===== src/rtl/fetch_unit_pkg.sv =====
// Fetch stage shared definitions: FSM state encoding
// and the default sequential PC increment.
package fetch_unit_pkg;

  typedef enum logic [1:0] {
    ST_REQ  = 2'd0,
    ST_WAIT = 2'd1,
    ST_HOLD = 2'd2
  } fetch_state_e;

  localparam int unsigned FETCH_PC_STEP = 4;

endpackage


===== src/rtl/fetch_unit.sv =====
// Instruction fetch stage: one request in flight, holds the returned
// word for decode and writes the next PC back to the PC register.
module fetch_unit
  import fetch_unit_pkg::*;
#(
  parameter int unsigned INSTR_W = 32,
  parameter int unsigned PC_W    = 32,
  parameter int unsigned PC_STEP = FETCH_PC_STEP
) (
  input  logic               clk_i,
  input  logic               rst_i,
  input  logic [PC_W-1:0]    pc_i,
  output logic [PC_W-1:0]    pcNext_o,
  output logic               setPc_o,
  output logic               imem_req_o,
  output logic [PC_W-1:0]    imem_addr_o,
  input  logic               imem_gnt_i,
  input  logic               imem_rvalid_i,
  input  logic [INSTR_W-1:0] imem_rdata_i,
  input  logic               imem_err_i,
  output logic [INSTR_W-1:0] instr_o,
  output logic [PC_W-1:0]    instrPc_o,
  output logic               instrFault_o,
  output logic               instrValid_o,
  input  logic               instrReady_i,
  input  logic               redirect_i,
  input  logic [PC_W-1:0]    redirectPc_i
);

  fetch_state_e       state_q, state_d;
  logic               drop_q, drop_d;
  logic               valid_q, valid_d;
  logic [INSTR_W-1:0] instr_q, instr_d;
  logic [PC_W-1:0]    ipc_q, ipc_d;
  logic               fault_q, fault_d;

  assign imem_addr_o  = pc_i;
  assign instr_o      = instr_q;
  assign instrPc_o    = ipc_q;
  assign instrFault_o = fault_q;
  assign instrValid_o = valid_q;

  always_comb begin
    state_d    = state_q;
    drop_d     = drop_q;
    valid_d    = valid_q;
    instr_d    = instr_q;
    ipc_d      = ipc_q;
    fault_d    = fault_q;
    imem_req_o = 1'b0;
    setPc_o    = 1'b0;
    pcNext_o   = redirect_i ? redirectPc_i
                            : ipc_q + PC_W'(PC_STEP);
    if (!rst_i) begin
      unique case (state_q)
        ST_REQ: begin
          imem_req_o = ~redirect_i;
          if (imem_req_o && imem_gnt_i) begin
            ipc_d   = pc_i;
            state_d = ST_WAIT;
          end
        end
        ST_WAIT: begin
          // A redirect coinciding with rvalid kills that
          // response directly, so no drop is left pending.
          if (imem_rvalid_i) begin
            if (drop_q || redirect_i) begin
              drop_d  = 1'b0;
              state_d = ST_REQ;
            end else begin
              instr_d = imem_rdata_i;
              fault_d = imem_err_i;
              valid_d = 1'b1;
              state_d = ST_HOLD;
            end
          end else if (redirect_i) begin
            drop_d = 1'b1;
          end
        end
        ST_HOLD: begin
          if (redirect_i || instrReady_i) begin
            valid_d = 1'b0;
            state_d = ST_REQ;
          end
        end
        default: state_d = ST_REQ;
      endcase
      setPc_o = redirect_i
             || (state_q == ST_HOLD && instrReady_i);
    end
  end

  always_ff @(posedge clk_i) begin
    if (rst_i) begin
      state_q <= ST_REQ;
      drop_q  <= 1'b0;
      valid_q <= 1'b0;
      instr_q <= '0;
      ipc_q   <= '0;
      fault_q <= 1'b0;
    end else begin
      state_q <= state_d;
      drop_q  <= drop_d;
      valid_q <= valid_d;
      instr_q <= instr_d;
      ipc_q   <= ipc_d;
      fault_q <= fault_d;
    end
  end

endmodule


===== config.mk =====
export PLATFORM = sky130hd
export DESIGN_NAME = fetch_unit
export DESIGN_NICKNAME = d
export VERILOG_FILES = /design/src/rtl/fetch_unit_pkg.sv /design/src/rtl/fetch_unit.sv
export SDC_FILE = /design/constraint.sdc
export NUM_CORES = 1
export LEC_CHECK = 0
export BUFFER_PORTS_ARGS = -buffer_cell sky130_fd_sc_hd__buf_2
export CORE_ASPECT_RATIO = 1.1
export CORE_MARGIN = 2
export CORE_UTILIZATION = 47
export CTS_BUF_LIST = sky130_fd_sc_hd__clkbuf_4 sky130_fd_sc_hd__clkbuf_8
export DETAILED_ROUTE_END_ITERATION = 10
export PLACE_DENSITY = 0.9
export REMOVE_ABC_BUFFERS = 1
export SLEW_MARGIN = 20
export SYNTH_ARGS = -nofsm -noshare
export SYNTH_HDL_FRONTEND = slang
export SYNTH_SLANG_ARGS = --single-unit

===== constraint.sdc =====
create_clock -name clk_i -period 4.4 [get_ports clk_i]
set_clock_uncertainty 0.05 [all_clocks]
set_input_delay 0.22 -clock clk_i [delete_from_list [all_inputs] [get_ports clk_i]]
set_output_delay 0.22 -clock clk_i [all_outputs]
set_load 0.05 [all_outputs]

==> results of run 1 <==
-- cell usage after synthesis --
master    count  area share, %
nand2_1     153             16
dfxtp_1      69             38
a21oi_1      66            9.2
buf_4        32            6.7
clkbuf_1     32            3.3
o21ai_0      16            2.2
nor2_1       15            1.6
nand3_1      12            1.7
a31oi_1      10            1.7
nor3_1       10            1.4
or4_1         9            1.9
nand4_1       7            1.2
xnor2_1       7            1.7
xor2_1        7            1.7
inv_1         6           0.63
or3_1         6            1.0
mux2_2        5            1.6
o31ai_1       5            1.0
and4_1        4           0.97
nor4_1        4           0.70
a221o_1       2           0.56
and3_1        2           0.35
nand2b_1      2           0.35
nand3b_1      2           0.42
nand4_2       2           0.70
o211ai_1      2           0.42
o311a_1       2           0.56
o31a_1        2           0.49
a311oi_1      1           0.24
buf_1         1           0.10
buf_2         1           0.14
ha_1          1           0.35
o21ai_1       1           0.14
o41ai_1       1           0.24
or3b_1        1           0.24
-- routing by layer --
| layer | GRT usage (%) | share of wire (%) | vias up |
|---|---|---|---|
| met5 | 0 | 0 | - |
| met4 | 10.90 | 2.7 | 0 |
| met3 | 7.461 | 9.4 | 28 |
| met2 | 43.31 | 50 | 226 |
| met1 | 28.36 | 38 | 1906 |
| li1 | - | - | 2039 |
-- critical path: stages (launching register included) --
cell	delay, ns
dfxtp_1	0.43
ha_1	0.25
nand3_1	0.16
or4_1	0.75
or4_1	0.56
a31oi_1	0.16
buf_2	0.28
-- registers in the layout, summed over array words and instances, names as in the netlist --
signal and count:
instrValid_o 1, state_q 2, instr_o 32, instrFault_o 1, instrPc_o 32, drop_q 1
-- cell type report --
cell class	instances	share of cell area (%)
clock inverter	6	1.838
tap	87	2.284
sequential	69	28.98
clock buffer	10	2.757
timing repair buffer	238	25.20
inverter	6	0.4726
multi-input combinational	357	38.46
-- layout by cell type, fill, tap and decap left out, types with 4 or more instances in the layout --
master / n
dfxtp_1: 69
xor2_1: 7
clkbuf_8: 9
nand3_1: 12
nor4_1: 4
buf_2: 234
buf_4: 4
a31oi_1: 10
o21ai_0: 16
a21oi_1: 66
nor2_1: 15
xnor2_1: 7
nand2_1: 153
and4_1: 4
inv_1: 6
or4_1: 9
nor3_1: 8
o31ai_1: 5
or3_1: 4
nand4_1: 7
mux2_2: 5
-- cells by family after synthesis --
group,after synthesis
xor gates and xnor gates,14
AOI/OAI and AO/OA,108
muxes,5
adders and majority gates,1
DFF,69
and+or+nand+nor,229
buffers and inverters,72
-- through the flow --
step | utilization (%) | cells | power (mW)
5_1_grt | 64.12 | 773 | 1.709
4_1_cts | 64.09 | 773 | 1.656
2_1_floorplan | - | 432 | 0.8929
3_5_place_dp | 61.14 | 757 | 1.091
3_3_place_gp | 61.14 | 757 | 1.084
6_report | 64.12 | 773 | 1.645
-- final timing paths --
check             startpoint            to  slack, ns  cells after the start
max             instrPc_o[3]  pcNext_o[26]       1.21                      6
min          imem_rdata_i[5]    instr_o[5]       0.06                      3
max reg2reg       state_q[0]   instr_o[15]       2.60                      4
min reg2reg      instr_o[27]   instr_o[27]       0.41                      2
-- power by group --
group	internal, mW	total, mW	switching (mW)	leakage (nW)
clock	0.326	0.568	0.242	0.114
sequential	0.644	0.671	0.0267	0.560
combinational	0.104	0.406	0.303	1.51
total	1.07	1.64	0.571	2.19
==> metrics.csv, run 1 <==
stage,metric,value,unit
outcome,status,completed,
drt,routed_wirelength,11350,um
drt,wl_per_cell,14.68,um
sta,slew_headroom,59.95,%
sta,hold_viol,0,
final_layout,antenna_cells,0,
clocking,clkSinkCount,69,
drt,drtIter0Drc,195,
drt,dr.pass1.iters,5,
pwr,p_leak,2.187,nW
sta,worst_pin_slew,0.6002,ns
worst_setup_path,crit_fanout,9,
synthesis,synth_cells,498,
worst_setup_path,crit_path_end_kind,primary output,
clocking,cts.clk_slew.worst_paths,0.08,ns
floorplanning,core_area,7432,um^2
pwr,peakVddDrop,0.2390,mV
placement,place_area,4544,um^2
final_layout,syn_to_final_growth,32.63,%
final_layout,fill_cells,666,
final_layout,layout.nets,785,
synthesis,muxShareOfSynthArea,1.567,%
clocking,clock_latency,0.33,ns
clocking,htreeDepth,3,
sta,tns,0,ns
synthesis,synth_compound_area_share,16.85,%
floorplanning,die_x,87.37,um
clocking,root_buffer,clkbuf_8,
sta,fmax,313.1,MHz
sta,setup-violations-final,0,
grt,antenna_found_initial,0,
placement,place_hpwl,8576,um
sta,drv_slew,0,
sta,fin_hold_ws,0.06494,ns
final_layout,drive_above_1_share,38.63,%
worst_setup_path,required,4.13,ns
floorplanning,initial_core_util,48.35,%
floorplanning,fp.dieH,95.71,um
floorplanning,ios,235,
synthesis,yosys.cell_types.count,35,
synthesis,ys_seq_elements,69,
worst_setup_path,critPathKind,flop to primary output,
sta,rsz0062_at_grt,false,
synthesis,synth_fa_ha_area_share,0.3482,%
drt,drc_errors,0,
clocking,holdBufCountCts,0,
job,cap_violations,0,
clocking,cts_setup_buffers,0,
drt,vias,4199,
synthesis,avgSynthCellArea,7.216,um^2
clocking,cts_resized,0,
drt,via_per_inst,5.432,
sta,fin_ws,1.206,ns
floorplanning,fp-row-count,33,
grt,grt_max_degree,52,
placement,post-place-ws,1.602,ns
grt,grt_usage,25.00,%
final_layout,regArea,1381,um^2
sta,period_share,72.60,%
clocking,cts_buffers,9,
synthesis,synth_warnings,0,
synthesis,synth_top_family_by_area,simple AND/OR/NAND/NOR gates,
clocking,cts_tree,built,
worst_setup_path,start_kind,flop,
synthesis,yosys.area_share.simple,28.48,%
worst_hold_path,hold_path.class,input port to flop,
placement,io_buffers,234,
pwr,power.density,345.1,nW/um^2
final_layout,multi_input_area,1833,um^2
sta,layout_min_cycle_time,3.194,ns
grt,grt_pass1_vias,3780,
clocking,cts.path.max_buffers,2,
final_layout,final_cell_area,4766,um^2
floorplanning,die_area,8362,um^2
synthesis,yosys.area_share.xor_xnor,3.412,%
synthesis,syn_area,3593,um^2
synthesis,yosysSeqAreaShare,38.44,%
drt,ant_nets,0,
worst_setup_path,arrival,2.92,ns
grt,grt_pass1_wl,16730,um
grt,overflow,0,
placement,place.gp.congestion,0.8664,
Power figures use the tool's default switching activity.
==> run 2, diff against run 1 <==
--- a/config.mk
+++ b/config.mk
@@ -5,13 +5,14 @@
 export SDC_FILE = /design/constraint.sdc
 export NUM_CORES = 1
 export LEC_CHECK = 0
+export ABC_AREA = 1
 export BUFFER_PORTS_ARGS = -buffer_cell sky130_fd_sc_hd__buf_2
 export CORE_ASPECT_RATIO = 1.1
 export CORE_MARGIN = 2
-export CORE_UTILIZATION = 47
+export CORE_UTILIZATION = 45
 export CTS_BUF_LIST = sky130_fd_sc_hd__clkbuf_4 sky130_fd_sc_hd__clkbuf_8
 export DETAILED_ROUTE_END_ITERATION = 10
-export PLACE_DENSITY = 0.9
+export PLACE_DENSITY = 0.85
 export REMOVE_ABC_BUFFERS = 1
 export SLEW_MARGIN = 20
 export SYNTH_ARGS = -nofsm -noshare
==> constraint.sdc (replaced) <==
create_clock -name clk_i -period 3.01 [get_ports clk_i]
set_clock_uncertainty 0.05 [all_clocks]
set_input_delay 0.1505 -clock clk_i [delete_from_list [all_inputs] [get_ports clk_i]]
set_output_delay 0.1505 -clock clk_i [all_outputs]
set_load 0.05 [all_outputs]
==> run 2 against run 1 <==
Effect of this change:
- clock power rose by 40%
- critical path type unchanged
- die area rose by 12%
- worst hold slack worse by 0.048 ns
- count of clock-buffer cells in the layout fell by 1
- critical endpoint is now pcNext_o[24]
- largest cell class unchanged
==> metrics.csv, run 2 <==
stage,metric,value,unit
synthesis,synthTopCellsByArea,"dfxtp_1 (36%), nand2_1 (23%), a21oi_1 (7.1%)",
worst_setup_path,arrival,2.13,ns
placement,io_buffers,234,
synthesis,yosysSeqAreaShare,35.51,%
outcome,status,completed,
placement,place_hpwl,9208,um
synthesis,synth_top_cells_by_count,"nand2_1 (240), dfxtp_1 (69), a21oi_1 (55), nor2_1 (55), buf_4 (36)",
clocking,clock_latency,0.34,ns
synthesis,syn_area,3890,um^2
worst_setup_path,crit_fanout,5,
sta,slew_headroom,38.56,%
drt,ant_nets,0,
clocking,htreeDepth,3,
drt,dr.pass1.iters,5,
clocking,cts_buffers,9,
pwr,p_leak,2.606,nW
grt,grt_max_degree,49,
sta,hold_viol,0,
synthesis,synth_ff_type,dfxtp_1,
grt,grt_usage,27.75,%
final_layout,drive_above_1_share,34.69,%
job,cap_violations,0,
synthesis,yosysMostFrequentCell,nand2_1,
grt,antenna_found_initial,0,
synthesis,synth_cells,600,
drt,routed_wirelength,13530,um
synthesis,yosys.cell_types.count,31,
clocking,root_buffer,clkbuf_8,
synthesis,avgSynthCellArea,6.483,um^2
sta,tns,0,ns
final_layout,final_cell_mix,"nand2_1 (240), buf_2 (234), dfxtp_1 (69)",
drt,vias,4732,
floorplanning,core_area,8408,um^2
pwr,power.density,455.2,nW/um^2
final_layout,antenna_cells,0,
clocking,clkSinkCount,69,
worst_setup_path,reg2reg_slack,1.19,ns
sta,rsz0062_at_grt,false,
floorplanning,initial_core_util,46.26,%
clocking,cts.clk_slew.worst_paths,0.09,ns
clocking,cts_tree,built,
worst_setup_path,critPathKind,flop to primary output,
worst_setup_path,required,2.81,ns
sta,drv_slew,0,
synthesis,synth_edf_count,0,
floorplanning,die_area,9405,um^2
synthesis,synth.largest_area_cell,dfxtp_1,
drt,via_per_inst,5.013,
sta,worst_pin_slew,0.9202,ns
sta,fmax,428.7,MHz
sta,period_share,77.49,%
grt,grt_pass1_wl,20820,um
worst_setup_path,start_kind,flop,
floorplanning,ios,235,
final_layout,syn_to_final_growth,39.69,%
floorplanning,fp.dieH,101.5,um
clocking,cts_resized,0,
drt,drtIter0Drc,189,
placement,place.gp.congestion,0.9145,
worst_setup_path,crit_path_end_kind,primary output,
worst_hold_path,hold_path.class,input port to flop,
pwr,peakVddDrop,0.3989,mV
final_layout,layout.nets,932,
grt,overflow,0,
sta,layout_min_cycle_time,2.332,ns
synthesis,ys_seq_elements,69,
grt,grt_pass1_vias,4365,
synthesis,async_reset_ff_share,0,%
drt,drc_errors,0,
floorplanning,die_x,92.65,um
floorplanning,fp-row-count,35,
synthesis,synth_warnings,0,
sta,setup-violations-final,0,
clocking,cts.path.max_buffers,2,
synthesis,yosysTopAreaCellShare,35.51,%
pwr,total_power,2.474,mW
drt,wl_per_cell,14.33,um
final_layout,final_common_cell,nand2_1,
run 2: cell types whose count changed in the layout (fill, tap and decap cells not counted), moves of 8 or more:
cell	before	now
dlygate4sd3_1	0	37
a211oi_2	0	9
nor2_1	15	55
inv_1	6	23
a21oi_1	66	55
nor2_2	0	8
nand3_1	12	32
nand2_1	153	240
a31oi_1	10	2
or4_1	9	0
run 2: cells by family after synthesis:
kind of cell | share of synthesized area (%)
buf+inv | 12.51
flops | 35.51
xor+xnor | 0.4504
compound gates | 13.09
simple gates | 38.12
fa+ha+maj | 0.3216
run 2: cell type report:
cell class                 count  area, um^2
clock buffer                   9       123.9
tap                          111       138.9
clock inverter                 7       80.08
fill                         748        2974
inverter                      29       108.9
sequential                    69        1381
multi-input combinational    443        2022
timing repair buffer         276        1579
run 2: stage by stage:
stage	setup slack (ns)	hold slack (ns)	cells	cell area [um^2]	utilization (%)
after floorplan	0.2833	0.1696	541	3512	-
after global placement	1.087	0.3483	891	4860	57.80
after detailed placement	1.053	0.3439	891	4860	57.80
after CTS	0.6565	0.001481	943	5424	64.51
after global routing	0.4726	0.007172	944	5434	64.63
final	0.6775	0.01648	944	5434	64.63
run 2: repair_timing:
| action | CTS | global route |
|---|---|---|
| hold endpoints to repair | 36 | 1 |
| hold buffers | 36 | 1 |
| setup buffers | 0 | 0 |
run 2: worst max-delay path, cell delays in order (launching register included):
cell and delay, ns:
dfxtp_1 0.40, ha_1 0.19, nand2_1 0.11, nor2_4 0.16, nand2_1 0.11, nor2_1 0.29
nand2_1 0.09, nand2_1 0.07, nand3_1 0.06, nand2_1 0.07, buf_2 0.25
run 2: path summary, 6_finish.rpt:
check                from             to  cells past startpoint
max reg2reg    state_q[1]  instrPc_o[21]                      6
max          instrPc_o[2]   pcNext_o[24]                     10
min               pc_i[2]   instrPc_o[2]                      3
min reg2reg   instr_o[11]    instr_o[11]                      2
run 2: power breakdown:
part	switching [mW]	internal (mW)	total, mW
Combinational	0.502	0.193	0.695
Clock	0.397	0.396	0.793
Sequential	0.0393	0.946	0.986
run 2: routing by layer:
metal / part of all wire (%) / track usage, %
met1: 39 / 31.80
met2: 49 / 49.35
met3: 10 / 8.482
met4: 2.4 / 9.615
met5: 0 / 0
==> run 3, diff against run 2 <==
==> constraint.sdc (replaced) <==
create_clock -name clk_i -period 2.2 [get_ports clk_i]
set_clock_uncertainty 0.05 [all_clocks]
set_input_delay 0.11 -clock clk_i [delete_from_list [all_inputs] [get_ports clk_i]]
set_output_delay 0.11 -clock clk_i [all_outputs]
set_load 0.05 [all_outputs]
==> run 3 against run 2 <==
Effect of this change:
- non-clock buffer count grew 20
- core utilization grew 4.0 points
- setup slack got worse by 0.58 ns
- cell count is 2.1% higher
- via count grew 2.5%
- design area rose by 6.2%
- clock power increased by 39%
- power up 40%
- count of clock-buffer cells in the layout is 1 higher
- largest power group unchanged
- combinational power up 44%
==> metrics.csv, run 3 (synthesis gave the netlist of run 2 again) <==
stage,metric,value,unit
outcome,status,completed,
sta,setup-violations-final,0,
drt,drc_errors,0,
final_layout,drive_above_1_share,35.64,%
final_layout,postLayoutCoreUtil,68.62,%
drt,routed_wirelength,14170,um
placement,place_hpwl,9175,um
sta,slew_headroom,58.71,%
sta,period_share,95.53,%
clocking,cts.clk_slew.worst_paths,0.08,ns
sta,hold_viol,0,
clocking,clkSinkCount,69,
floorplanning,fp.dieH,101.5,um
drt,wl_per_cell,14.70,um
floorplanning,die_area,9405,um^2
floorplanning,initial_core_util,46.26,%
pwr,p_leak,2.730,nW
floorplanning,die_x,92.65,um
sta,rsz0062_at_grt,true,
pwr,power.density,598.6,nW/um^2
drt,via_per_inst,5.032,
grt,grt_usage,28.85,%
clocking,clock_latency,0.34,ns
worst_setup_path,critPathKind,flop to primary output,
sta,fin_hold_ws,0.009135,ns
sta,worst_pin_slew,0.6194,ns
drt,drtIter0Drc,215,
clocking,cts.path.max_buffers,2,
final_layout,final_cell_mix,"nand2_1 (240), buf_2 (219), dfxtp_1 (60)",
grt,antenna_found_initial,0,
final_layout,layout.nets,952,
pwr,peakVddDrop,0.4270,mV
clocking,cts_buffers,9,
final_layout,final_common_cell,nand2_1,
placement,place.gp.congestion,0.9110,
sta,fmax,475.8,MHz
job,cap_violations,0,
grt,grt_max_degree,37,
floorplanning,ios,235,
final_layout,syn_to_final_growth,48.31,%
floorplanning,fp-row-count,35,
placement,io_buffers,234,
worst_setup_path,arrival,1.94,ns
clocking,htreeDepth,3,
grt,grt_pass1_vias,4496,
sta,layout_min_cycle_time,2.102,ns
grt,overflow,0,
worst_hold_path,hold_path.class,input port to flop,
sta,drv_slew,0,
drt,vias,4851,
worst_setup_path,crit_fanout,6,
final_layout,fill_cells,702,
worst_setup_path,crit_path_end_kind,primary output,
worst_setup_path,start_kind,flop,
drt,dr.pass1.iters,5,
final_layout,antenna_cells,0,
drt,ant_nets,0,
worst_setup_path,required,2.04,ns
grt,grt_pass1_wl,21620,um
clocking,cts_tree,built,
floorplanning,core_area,8408,um^2
clocking,root_buffer,clkbuf_8,
==> run 3: changes by cell type in the layout (fill, tap and decap cells not counted), sizes merged <==
| cell | delta |
|---|---|
| inv | -3 |
| clkinv | +1 |
| clkbuf | +7 |
| dlygate4sd3 | +17 |
| buf | -3 |
| clkinvlp | +1 |
==> run 3: power breakdown <==
part | leakage, nW | total [mW] | internal, mW | switching, mW
registers | 0.565 | 1.35 | 1.30 | 0.0537
clock network | 0.0991 | 1.10 | 0.563 | 0.537
logic | 2.07 | 1.00 | 0.306 | 0.698
total | 2.73 | 3.45 | 2.16 | 1.29
==> run 3: layer usage <==
layer  wire, um  track usage [%]  vias up
met5          0                0        -
met4        258            10.63        0
met3       1427            8.110       20
met2       7103            52.50      273
met1       5378            32.26     2190
li1           -                -     2368
==> run 3: through the flow <==
step	setup WS [ns]	cells	setup TNS [ns]	cell area [um^2]	power [mW]
detailed placement	0.2823	892	0	4892	2.274
finish	0.09827	964	0	5769	3.454
floorplan	-0.4862	541	-1.637	3512	1.851
CTS	0.01000	961	0	5657	3.440
global route	-0.03876	964	-0.1298	5769	3.604
global placement	0.3153	892	0	4892	2.269
==> run 3: final timing paths <==
check               start             to  slack, ns  depth (start not counted)
max          instrPc_o[2]   pcNext_o[22]        0.1                         10
min              pc_i[23]  instrPc_o[23]      0.009                          3
max reg2reg    state_q[1]  instrPc_o[25]       0.52                          7
min reg2reg   instr_o[27]    instr_o[27]       0.41                          2
==> run 3: layout make-up <==
| class | count | area (um^2) | area share, % |
|---|---|---|---|
| clock buffer | 10 | 137.6 | 2.386 |
| inverter | 29 | 108.9 | 1.887 |
| tap | 111 | 138.9 | 2.407 |
| timing repair buffer | 296 | 1853 | 32.12 |
| multi-input combinational | 443 | 2064 | 35.78 |
| clock inverter | 6 | 71.32 | 1.236 |
| sequential | 69 | 1395 | 24.18 |
==> run 3: timing repair <==
item	in CTS	in global routing
gates resized for setup	10	30
hold buffers	53	1
pin swaps	0	3
setup endpoints to repair	9	21
hold endpoints to repair	53	1
setup buffers	0	2
==> run 3: worst max-delay path: stages (launching register included) <==
cell and delay, ns:
dfxtp_4 0.37, ha_1 0.18, nand2_1 0.11, nor2_4 0.18
nand2_4 0.11, nor2_4 0.18, nand2_1 0.08, nand2_1 0.06
nand3_1 0.08, nand2_1 0.11, buf_6 0.16
